[config.mk]
export PLATFORM = sky130hd
export DESIGN_NAME = udma_pwm_gen
export DESIGN_NICKNAME = d
export VERILOG_FILES = /design/src/rtl/udma_subsystem_pkg.sv /design/src/rtl/udma_pwm_ch.sv /design/src/rtl/udma_pwm_gen.sv
export SDC_FILE = /design/constraint.sdc
export NUM_CORES = 1
export LEC_CHECK = 0
export BUFFER_PORTS_ARGS = -buffer_cell sky130_fd_sc_hd__buf_4
export CORE_MARGIN = 1.5
export CORE_UTILIZATION = 40
export DETAILED_ROUTE_END_ITERATION = 8
export GPL_ROUTABILITY_DRIVEN = 1
export PLACE_DENSITY_LB_ADDON = 0.12
export SETUP_SLACK_MARGIN = 0.2
export SYNTH_ARGS = -nofsm -noshare
export SYNTH_HDL_FRONTEND = slang
export SYNTH_HIERARCHICAL = 1
export SYNTH_SLANG_ARGS = --single-unit
[constraint.sdc]
create_clock -name clk_i -period 8.1 [get_ports clk_i]
set_input_delay 0.81 -clock clk_i [delete_from_list [all_inputs] [get_ports clk_i]]
set_output_delay 0.81 -clock clk_i [all_outputs]
set_load 0.1 [all_outputs]
[src/rtl/udma_subsystem_pkg.sv]
// Shared uDMA subsystem definitions: PWM register map and the pad-side PWM bundle.
package udma_subsystem_pkg;

  localparam int N_PWM_CH = 8;

  localparam logic [3:0] PWM_REG_CTRL   = 4'd0;
  localparam logic [3:0] PWM_REG_PERIOD = 4'd1;
  localparam logic [3:0] PWM_REG_POL    = 4'd2;
  localparam logic [3:0] PWM_REG_CMP0   = 4'd3;
  localparam logic [3:0] PWM_REG_STATUS = 4'd11;

  // pwm0_o sits in bit 0 of the packed bundle.
  typedef struct packed {
    logic pwm7_o;
    logic pwm6_o;
    logic pwm5_o;
    logic pwm4_o;
    logic pwm3_o;
    logic pwm2_o;
    logic pwm1_o;
    logic pwm0_o;
  } pwm_to_pad_t;

endpackage

[src/rtl/udma_pwm_ch.sv]
// One PWM channel: active compare register (loaded from shadow on load_i) and registered output.
module udma_pwm_ch
  import udma_subsystem_pkg::*;
#(
  parameter int CNT_WIDTH = 16
) (
  input  logic                 clk_i,
  input  logic                 rst_i,
  input  logic [CNT_WIDTH-1:0] cnt_i,
  input  logic                 en_i,
  input  logic                 load_i,
  input  logic [CNT_WIDTH-1:0] cmp_sh_i,
  input  logic                 pol_i,
  output logic                 out_o
);

  logic [CNT_WIDTH-1:0] cmp_act_q, cmp_act_d;
  logic                 out_q, out_d;

  // Next active compare value and next output level
  always_comb begin
    cmp_act_d = cmp_act_q;
    out_d     = pol_i;
    if (load_i) begin
      cmp_act_d = cmp_sh_i;
    end else begin
      cmp_act_d = cmp_act_q;
    end
    out_d = (en_i & (cnt_i < cmp_act_q)) ^ pol_i;
  end

  // Channel state flops
  always_ff @(posedge clk_i or posedge rst_i) begin
    if (rst_i) begin
      cmp_act_q <= '0;
      out_q     <= 1'b0;
    end else begin
      cmp_act_q <= cmp_act_d;
      out_q     <= out_d;
    end
  end

  assign out_o = out_q;

endmodule

[src/rtl/udma_pwm_gen.sv]
// Eight-channel PWM timer with shared prescaler/period counter and double-buffered timing registers.
// Optional one-shot mode (CTRL bit1) is compiled in with `define UDMA_PWM_ONESHOT_EN.
module udma_pwm_gen
  import udma_subsystem_pkg::*;
#(
  parameter int CNT_WIDTH   = 16,
  parameter int PRESC_WIDTH = 8,
  parameter int N_CH        = N_PWM_CH
) (
  input  logic        clk_i,
  input  logic        rst_i,
  input  logic        cfg_req_i,
  input  logic        cfg_we_i,
  input  logic [3:0]  cfg_addr_i,
  input  logic [31:0] cfg_wdata_i,
  output logic [31:0] cfg_rdata_o,
  output pwm_to_pad_t pwm_o,
  output logic        period_tick_o
);

`ifdef UDMA_PWM_ONESHOT_EN
  localparam logic ONESHOT_EN = 1'b1;
`else
  localparam logic ONESHOT_EN = 1'b0;
`endif

  localparam logic [CNT_WIDTH-1:0]   CNT_ONE  = {{(CNT_WIDTH-1){1'b0}}, 1'b1};
  localparam logic [PRESC_WIDTH-1:0] PCNT_ONE = {{(PRESC_WIDTH-1){1'b0}}, 1'b1};

  logic                   en_q, en_d;
  logic                   oneshot_q, oneshot_d;
  logic [PRESC_WIDTH-1:0] presc_q, presc_d;
  logic [PRESC_WIDTH-1:0] pcnt_q, pcnt_d;
  logic [CNT_WIDTH-1:0]   cnt_q, cnt_d;
  logic [CNT_WIDTH-1:0]   period_sh_q, period_sh_d;
  logic [CNT_WIDTH-1:0]   period_act_q, period_act_d;
  logic [N_CH-1:0]        pol_q, pol_d;
  logic [CNT_WIDTH-1:0]   cmp_sh_q [N_CH];
  logic [CNT_WIDTH-1:0]   cmp_sh_d [N_CH];
  logic                   ptick_q, ptick_d;
  logic [31:0]            rdata_q, rdata_d;

  logic                   wr_s, rd_s, tick_s, wrap_s, load_s;
  logic [CNT_WIDTH-1:0]   cmp_rd_s;
  logic [N_CH-1:0]        ch_out_s;

  assign wr_s   = cfg_req_i & cfg_we_i;
  assign rd_s   = cfg_req_i & ~cfg_we_i;
  assign tick_s = en_q & (pcnt_q == presc_q);
  assign wrap_s = tick_s & (cnt_q == period_act_q);
  // While disabled the active set tracks the shadow, so enabling starts from fresh values.
  assign load_s = wrap_s | ~en_q;

  // Register writes, one-shot auto-disable and shadow-to-active period transfer
  always_comb begin
    en_d         = en_q;
    oneshot_d    = oneshot_q;
    presc_d      = presc_q;
    period_sh_d  = period_sh_q;
    period_act_d = period_act_q;
    pol_d        = pol_q;
    if (wrap_s && oneshot_q) begin
      en_d = 1'b0;
    end else begin
      en_d = en_q;
    end
    if (load_s) begin
      period_act_d = period_sh_q;
    end else begin
      period_act_d = period_act_q;
    end
    if (wr_s) begin
      case (cfg_addr_i)
        PWM_REG_CTRL: begin
          en_d      = cfg_wdata_i[0];
          oneshot_d = ONESHOT_EN & cfg_wdata_i[1];
          presc_d   = cfg_wdata_i[PRESC_WIDTH+7:8];
        end
        PWM_REG_PERIOD: period_sh_d = cfg_wdata_i[CNT_WIDTH-1:0];
        PWM_REG_POL:    pol_d       = cfg_wdata_i[N_CH-1:0];
        default:        pol_d       = pol_q;
      endcase
    end else begin
      pol_d = pol_q;
    end
    for (int i = 0; i < N_CH; i++) begin
      cmp_sh_d[i] = (wr_s && (cfg_addr_i == PWM_REG_CMP0 + 4'(i))) ?
                    cfg_wdata_i[CNT_WIDTH-1:0] : cmp_sh_q[i];
    end
  end

  // Prescaler and period counter
  always_comb begin
    pcnt_d = pcnt_q;
    cnt_d  = cnt_q;
    if (!en_q) begin
      pcnt_d = '0;
      cnt_d  = '0;
    end else if (tick_s) begin
      pcnt_d = '0;
      if (wrap_s) begin
        cnt_d = '0;
      end else begin
        cnt_d = cnt_q + CNT_ONE;
      end
    end else begin
      pcnt_d = pcnt_q + PCNT_ONE;
      cnt_d  = cnt_q;
    end
  end

  // Read-back mux (shadow values) and period tick
  always_comb begin
    cmp_rd_s = '0;
    for (int i = 0; i < N_CH; i++) begin
      cmp_rd_s = cmp_rd_s | ((cfg_addr_i == PWM_REG_CMP0 + 4'(i)) ? cmp_sh_q[i] : '0);
    end
    ptick_d = wrap_s;
    rdata_d = 32'h0000_0000;
    if (rd_s) begin
      case (cfg_addr_i)
        PWM_REG_CTRL: begin
          rdata_d[0]               = en_q;
          rdata_d[1]               = oneshot_q;
          rdata_d[PRESC_WIDTH+7:8] = presc_q;
        end
        PWM_REG_PERIOD: rdata_d[CNT_WIDTH-1:0] = period_sh_q;
        PWM_REG_POL:    rdata_d[N_CH-1:0]      = pol_q;
        PWM_REG_STATUS: rdata_d[CNT_WIDTH-1:0] = cnt_q;
        default:        rdata_d[CNT_WIDTH-1:0] = cmp_rd_s;
      endcase
    end else begin
      rdata_d = 32'h0000_0000;
    end
  end

  // Control, counter and register-file flops
  always_ff @(posedge clk_i or posedge rst_i) begin
    if (rst_i) begin
      en_q         <= 1'b0;
      oneshot_q    <= 1'b0;
      presc_q      <= '0;
      pcnt_q       <= '0;
      cnt_q        <= '0;
      period_sh_q  <= '0;
      period_act_q <= '0;
      pol_q        <= '0;
      ptick_q      <= 1'b0;
      rdata_q      <= 32'h0000_0000;
      for (int i = 0; i < N_CH; i++) begin
        cmp_sh_q[i] <= '0;
      end
    end else begin
      en_q         <= en_d;
      oneshot_q    <= oneshot_d;
      presc_q      <= presc_d;
      pcnt_q       <= pcnt_d;
      cnt_q        <= cnt_d;
      period_sh_q  <= period_sh_d;
      period_act_q <= period_act_d;
      pol_q        <= pol_d;
      ptick_q      <= ptick_d;
      rdata_q      <= rdata_d;
      for (int i = 0; i < N_CH; i++) begin
        cmp_sh_q[i] <= cmp_sh_d[i];
      end
    end
  end

  for (genvar g = 0; g < N_CH; g++) begin : g_ch
    udma_pwm_ch #(
      .CNT_WIDTH(CNT_WIDTH)
    ) u_ch (
      .clk_i   (clk_i),
      .rst_i   (rst_i),
      .cnt_i   (cnt_q),
      .en_i    (en_q),
      .load_i  (load_s),
      .cmp_sh_i(cmp_sh_q[g]),
      .pol_i   (pol_q[g]),
      .out_o   (ch_out_s[g])
    );
  end

  assign pwm_o         = pwm_to_pad_t'(ch_out_s);
  assign period_tick_o = ptick_q;
  assign cfg_rdata_o   = rdata_q;

endmodule

**Yosys cells after proc, flatten, opt, wreduce, memory -nomap -nowiden**

Index checks and enable logic that the tools add are counted.
Widths: inputs -> output; s select.

- Equality and inequality tests: 14
- Magnitude comparators: 8
- Bitwise logic cells: 30
- Add/subtract/negate cells: 2
- Reduce and logical (&&, ||, !) cells: 12
- Mux-type cells: 19

Operator list:

| kind | number |
|---|---|
| $mux 16 | 12 |
| $lt 16x16->1 | 8 |
| $or 16x16->16 | 7 |
| $pmux 8 s4 | 1 |
| $pmux 6 s4 | 1 |
| $add 16x1->16 const B | 1 |
| $eq 16x16->1 | 1 |
| $eq 4x3->1 const B | 4 |
| $eq 4x4->1 const B | 4 |
| $mux 8 | 2 |
| $and 1x1->1 | 12 |
| $add 8x1->8 const B | 1 |
| $eq 4x2->1 const B | 2 |
| $eq 8x8->1 | 1 |
| $logic_and 1x1->1 | 8 |
| $pmux 2 s4 | 1 |
| $xor 1x1->1 | 8 |
| $reduce_and 2->1 | 3 |
| $eq 4x1->1 const B | 1 |
| $logic_not 4->1 | 1 |
| $mux 1 | 2 |
| $ne 2x1->1 const B | 1 |
| $not 1->1 | 2 |
| $or 1x1->1 | 1 |

- Output and inout bits: 41
- Bits in registers: 354

**Depth between registers and ports, before layout**

- Word-level depth: 11
- Gate-level depth with buffers: 10
- Depth with buffers taken out: 7

**Cells and area by module**

Netlist, hierarchy kept.

Modules (own cells, without submodules):

| module | sequential area each (µm²) | instances | area an instance (µm²) | cells each |
|---|---|---|---|---|
| udma_pwm_gen | 5455.2 | 1 | 10038.4 | 745 |
| udma_pwm_ch | 425.4 | 8 | 994.7 | 105 |

**Worst setup path after synthesis**

OpenSTA, ideal clock, no wires.

- Path kind: register to register
- From: register cnt_q[13]
- To: register g_ch[0].u_ch.cmp_act_q[10]
- Buffers on the path: 4
- Clock period less this slack: 2.399 ns
- Arrival time: 2.267 ns
- Cell stages (with the launch flop): 10
- Slack: 5.701 ns
- Required time: 7.968 ns
- Cells stage by stage: dfrtp_1 > buf_6 > xor2_1 > nor4_1 > nand4_1 > o21ai_4 > buf_6 > clkbuf_8 > buf_1 > o21ai_1

- Cells in the longest elaborated chain, start to end: 3

RTL lines:

| element | RTL line | source |
|---|---|---|
| start, declared | udma_pwm_gen.sv:34 | `logic [CNT_WIDTH-1:0] cnt_q, cnt_d;` |
| start signal, assigned | udma_pwm_gen.sv:158 | `cnt_q <= cnt_d;` |
| $eq 16x16->1 | udma_pwm_gen.sv:50 | `assign wrap_s = tick_s & (cnt_q == period_act_q);` |
| $and 1x1->1 | udma_pwm_gen.sv:50 |  |
| $or 1x1->1 | udma_pwm_gen.sv:52 | `assign load_s = wrap_s \| ~en_q;` |
| named net load_s | udma_pwm_gen.sv:43 | `logic wr_s, rd_s, tick_s, wrap_s, load_s;` |
| end signal, assigned | udma_pwm_ch.sv:38 | `cmp_act_q <= cmp_act_d;` |
| end, declared | udma_pwm_ch.sv:17 | `logic [CNT_WIDTH-1:0] cmp_act_q, cmp_act_d;` |

The timed path passes the listed nets, and every way through them passes these cells.
A chain may end at the register's enable or synchronous reset.

**Final worst setup path**

- From: register cnt_q[7]
- To: register g_ch[3].u_ch.cmp_act_q[0]

- Cells in the longest elaborated chain, start to end: 3

RTL lines:

| element | RTL line |
|---|---|
| $eq 16x16->1 | udma_pwm_gen.sv:50 |
| $and 1x1->1 | udma_pwm_gen.sv:50 |
| $or 1x1->1 | udma_pwm_gen.sv:52 |
| end signal, assigned | udma_pwm_ch.sv:38 |
| end, declared | udma_pwm_ch.sv:17 |

Every way passes these cells.

==> impl_metrics.ini <==
[pwr]
p_sw_w = 0.001856
seqPwrFrac_pct = 41.3
p_comb_share_pct = 23.7
clkPwrFrac_pct = 35.0
p_total_w = 0.005810
ir_drop_mv = 0.1659
power_density_nw_per_um2 = 285.0
sw_frac_of_total_pct = 31.94
internal_power_w = 0.003954
p_leak_nw = 9.362

[finish]
register_area_um2 = 8859
drive_gt1_share_pct = 22.03
synthToLayoutAreaGrowth_pct = 13.29
fillCellCount = 4157
multi_input_area_um2 = 8209
fin_area_um2 = 20390
nets = 1797

[critical_path]
path_max_fanout = 238
end_kind = flip-flop
start_kind = flip-flop
critPathLaunch = cnt_q[7]$_DFFE_PP0P_
worstPathRequired_ns = 8.55
path_class = flip-flop to flip-flop
r2r_slack_ns = 4.82
r2r-start = cnt_q[7]$_DFFE_PP0P_
cp_data_arrival_time_ns = 3.73

[clocking]
path_clk_slew_ns = 0.06
cts_buffer_depth = 3
cts_tree = built
post-cts-setup-buffers = 0
numCtsBuffers = 41
clkSinkCount = 354
root_buffer = clkbuf_16
postCtsHoldBufs = 0
clkLatencyLatePin_ns = 0.57
htreeDepth = 2
post_cts_resized = 0

[sta]
slew_violations = 0
setup_tns_ns = 0
skew_ns = 0.02772
fin_crit_ns = 3.285
finalSetupViolCount = 0
period_share_pct = 40.55
grt_setup_unrepaired = no
fmax_mhz = 304.4
hold_viol = 0
maxSlewHeadroom_pct = 20.42
fin_ws_ns = 4.815
whs_ns = 0.3947
worst_slew_pin_slew_ns = 1.194

[min_path]
hold_path.class = input pin to asynchronous set/reset pin

[status]
status = finished clean

[synth]
ys_seq_area_share_pct = 49.22
syn_area_um2 = 18000
synth_compound_area_share_pct = 13.31
synth_xor_area_share_pct = 1.995
synth_simple_gate_area_share_pct = 9.108
synth_mux_area_share_pct = 12.32
synth.avg_cell_area_um2 = 11.35
yosys.area_share.adder_pct = 8.482
synth_edf_count = 0
synth.yosys.warnings = 6
yosysUniqueCellTypes = 58
synth_ff_type = dfrtp_1
synthCells = 1585
synth-seq-cells = 354
async_flop_share_pct = 100.0
synth_top_family_by_area = compound AO/OA/AOI/OAI gates

[run]
drv_cap = 0

[floorplanning]
die_h_um = 215.1
rows = 77
coreArea_um2 = 44320
die_x_um = 215.1
pin_count = 81
dieArea_um2 = 46270
start_util_pct = 40.61

[detailed_routing]
wl_um = 54010
drt_iter0_drc = 1032
viasPerCell = 5.536
routedWlPerCell_um = 23.91
drtPass1Iterations = 6
routed-via-count = 12510
final_antenna_net_count = 0
drc_errors = 0

[grt]
grtUsageTotal_pct = 23.85
grt_antenna_before_repair = 1
first_global_vias = 12800
grt.overflow.total = 0
grt_pass1_wl_um = 82390
grt_max_degree = 239

[place]
dp_slack_ns = 4.779
dpl_cell_area_um2 = 18900
gp_congestion = 0.8226
port-buffer-count = 48
dpl.hpwl_um = 36940
==> registers in the layout (all words and copies together) (netlist names) <==
name	count
cfg_rdata_o	16
en_q	1
period_tick_o	1
pcnt_q	8
period_sh_q	16
g_ch.u_ch/out_o	8
cmp_sh_q	128
g_ch.u_ch/cmp_act_q	128
period_act_q	16
pol_q	8
presc_q	8
cnt_q	16
==> cell families (layout without fill, tap and decap cells) <==
group | after synthesis | after routing
muxes | 193 | 193
buffers and inverters | 217 | 283
and+or+nand+nor | 314 | 314
adders and majority gates | 122 | 122
other | 1 | 17
xor gates and xnor gates | 41 | 41
AOI/OAI and AO/OA | 343 | 343
DFF | 354 | 354
==> final timing paths <==
check                                                         to  cells after the start
setup / recovery           g_ch[3].u_ch/cmp_act_q[0]$_DFFE_PP0P_                      6
hold / removal                          cfg_rdata_o[2]$_DFF_PP0_                      2
setup reg to reg           g_ch[3].u_ch/cmp_act_q[0]$_DFFE_PP0P_                      6
hold reg to reg            g_ch[5].u_ch/cmp_act_q[1]$_DFFE_PP0P_                      2
max in group asynchronous                   cnt_q[7]$_DFFE_PP0P_                      3
min in group clk_i         g_ch[5].u_ch/cmp_act_q[1]$_DFFE_PP0P_                      2
==> layout by cell type (no fill, tap or decap), types with 10 or more instances in the layout <==
cell,netlist,final
nand2_1,160,160
inv_1,132,131
a22o_1,22,22
nand3_1,16,16
a221oi_1,36,36
a22oi_1,16,16
o21a_1,16,16
o21ai_1,122,122
ha_1,122,122
a21oi_1,45,45
nand4_1,24,24
a31oi_1,14,14
mux2_4,12,12
dfrtp_1,354,354
nor2_1,36,35
buf_4,25,76
a222oi_1,10,10
o31ai_1,11,11
xnor2_1,23,23
xor2_1,18,18
conb_1,1,16
o21ai_0,11,11
or4_1,11,11
nand2b_1,24,24
mux2_2,172,172
clkbuf_16,0,43
==> critical path: stages (launching register included) <==
cell and delay (ns):
dfrtp_1 0.93, xor2_1 0.16, nor4_1 0.33, nand2_1 0.17, o21ai_4 0.22, buf_12 0.67
mux2_1 0.38
==> layer usage <==
| metal | GRT usage, % | up-vias | part of all wire, % |
|---|---|---|---|
| met5 | 0 | - | 0 |
| met4 | 8.485 | 0 | 3.2 |
| met3 | 4.020 | 87 | 4.9 |
| met2 | 38.10 | 275 | 47 |
| met1 | 32.71 | 6385 | 45 |
| li1 | - | 5758 | - |
==> power by group through the flow <==
stage	Combinational (W)	Clock, W	Sequential [W]
after global placement	0.00135	0	0.00243
final	0.00138	0.00203	0.00240
after detailed placement	0.00137	0	0.00243
after global routing	0.00152	0.00215	0.00245
after floorplan	0.000931	0	0.00248
after CTS	0.00138	0.00208	0.00240
==> area by class of cell <==
cell class	count	area share, %
Sequential cell	354	43.45
Tap cell	592	3.633
Antenna cell	1	0.01227
Multi-Input combinational cell	1029	40.27
Timing Repair Buffer	77	2.897
Inverter	132	2.467
Clock buffer	57	5.978
Clock inverter	17	1.295
==> cell usage after synthesis, types with 3 or more instances <==
cell       instances  area (um2)
dfrtp_1          354        8859
mux2_2           172        1937
nand2_1          160       600.6
inv_1            132       495.5
ha_1             122        1526
o21ai_1          122       610.6
a21oi_1           45       225.2
a221oi_1          36       315.3
nor2_1            36       135.1
buf_4             25       187.7
nand2b_1          24       150.1
nand4_1           24       150.1
clkbuf_1          23       86.33
xnor2_1           23       201.4
a22o_1            22       192.7
buf_2             19       95.09
xor2_1            18       157.7
a22oi_1           16       120.1
nand3_1           16       80.08
o21a_1            16       120.1
a31oi_1           14       87.58
mux2_4            12       180.2
buf_1             11       41.29
o21ai_0           11       55.05
o31ai_1           11       82.58
or4_1             11       82.58
a222oi_1          10       100.1
a2111oi_4          8       220.2
a21o_1             8       60.06
mux2_1             8       90.09
nand2b_4           8       110.1
o2111ai_1          8       70.07
o211ai_1           8       60.06
nor3_2             7       70.07
nor4_1             6       37.54
buf_6              5       56.30
nor3_1             5       25.02
nor4_4             3       63.81
==> per-stage QoR <==
step	util [%]	instances
global placement	42.65	2184
floorplan	-	1600
CTS	46.00	2258
detailed placement	42.65	2184
finish	46.00	2259
global route	46.00	2258
Note: power is estimated with default switching activity, not from simulation.
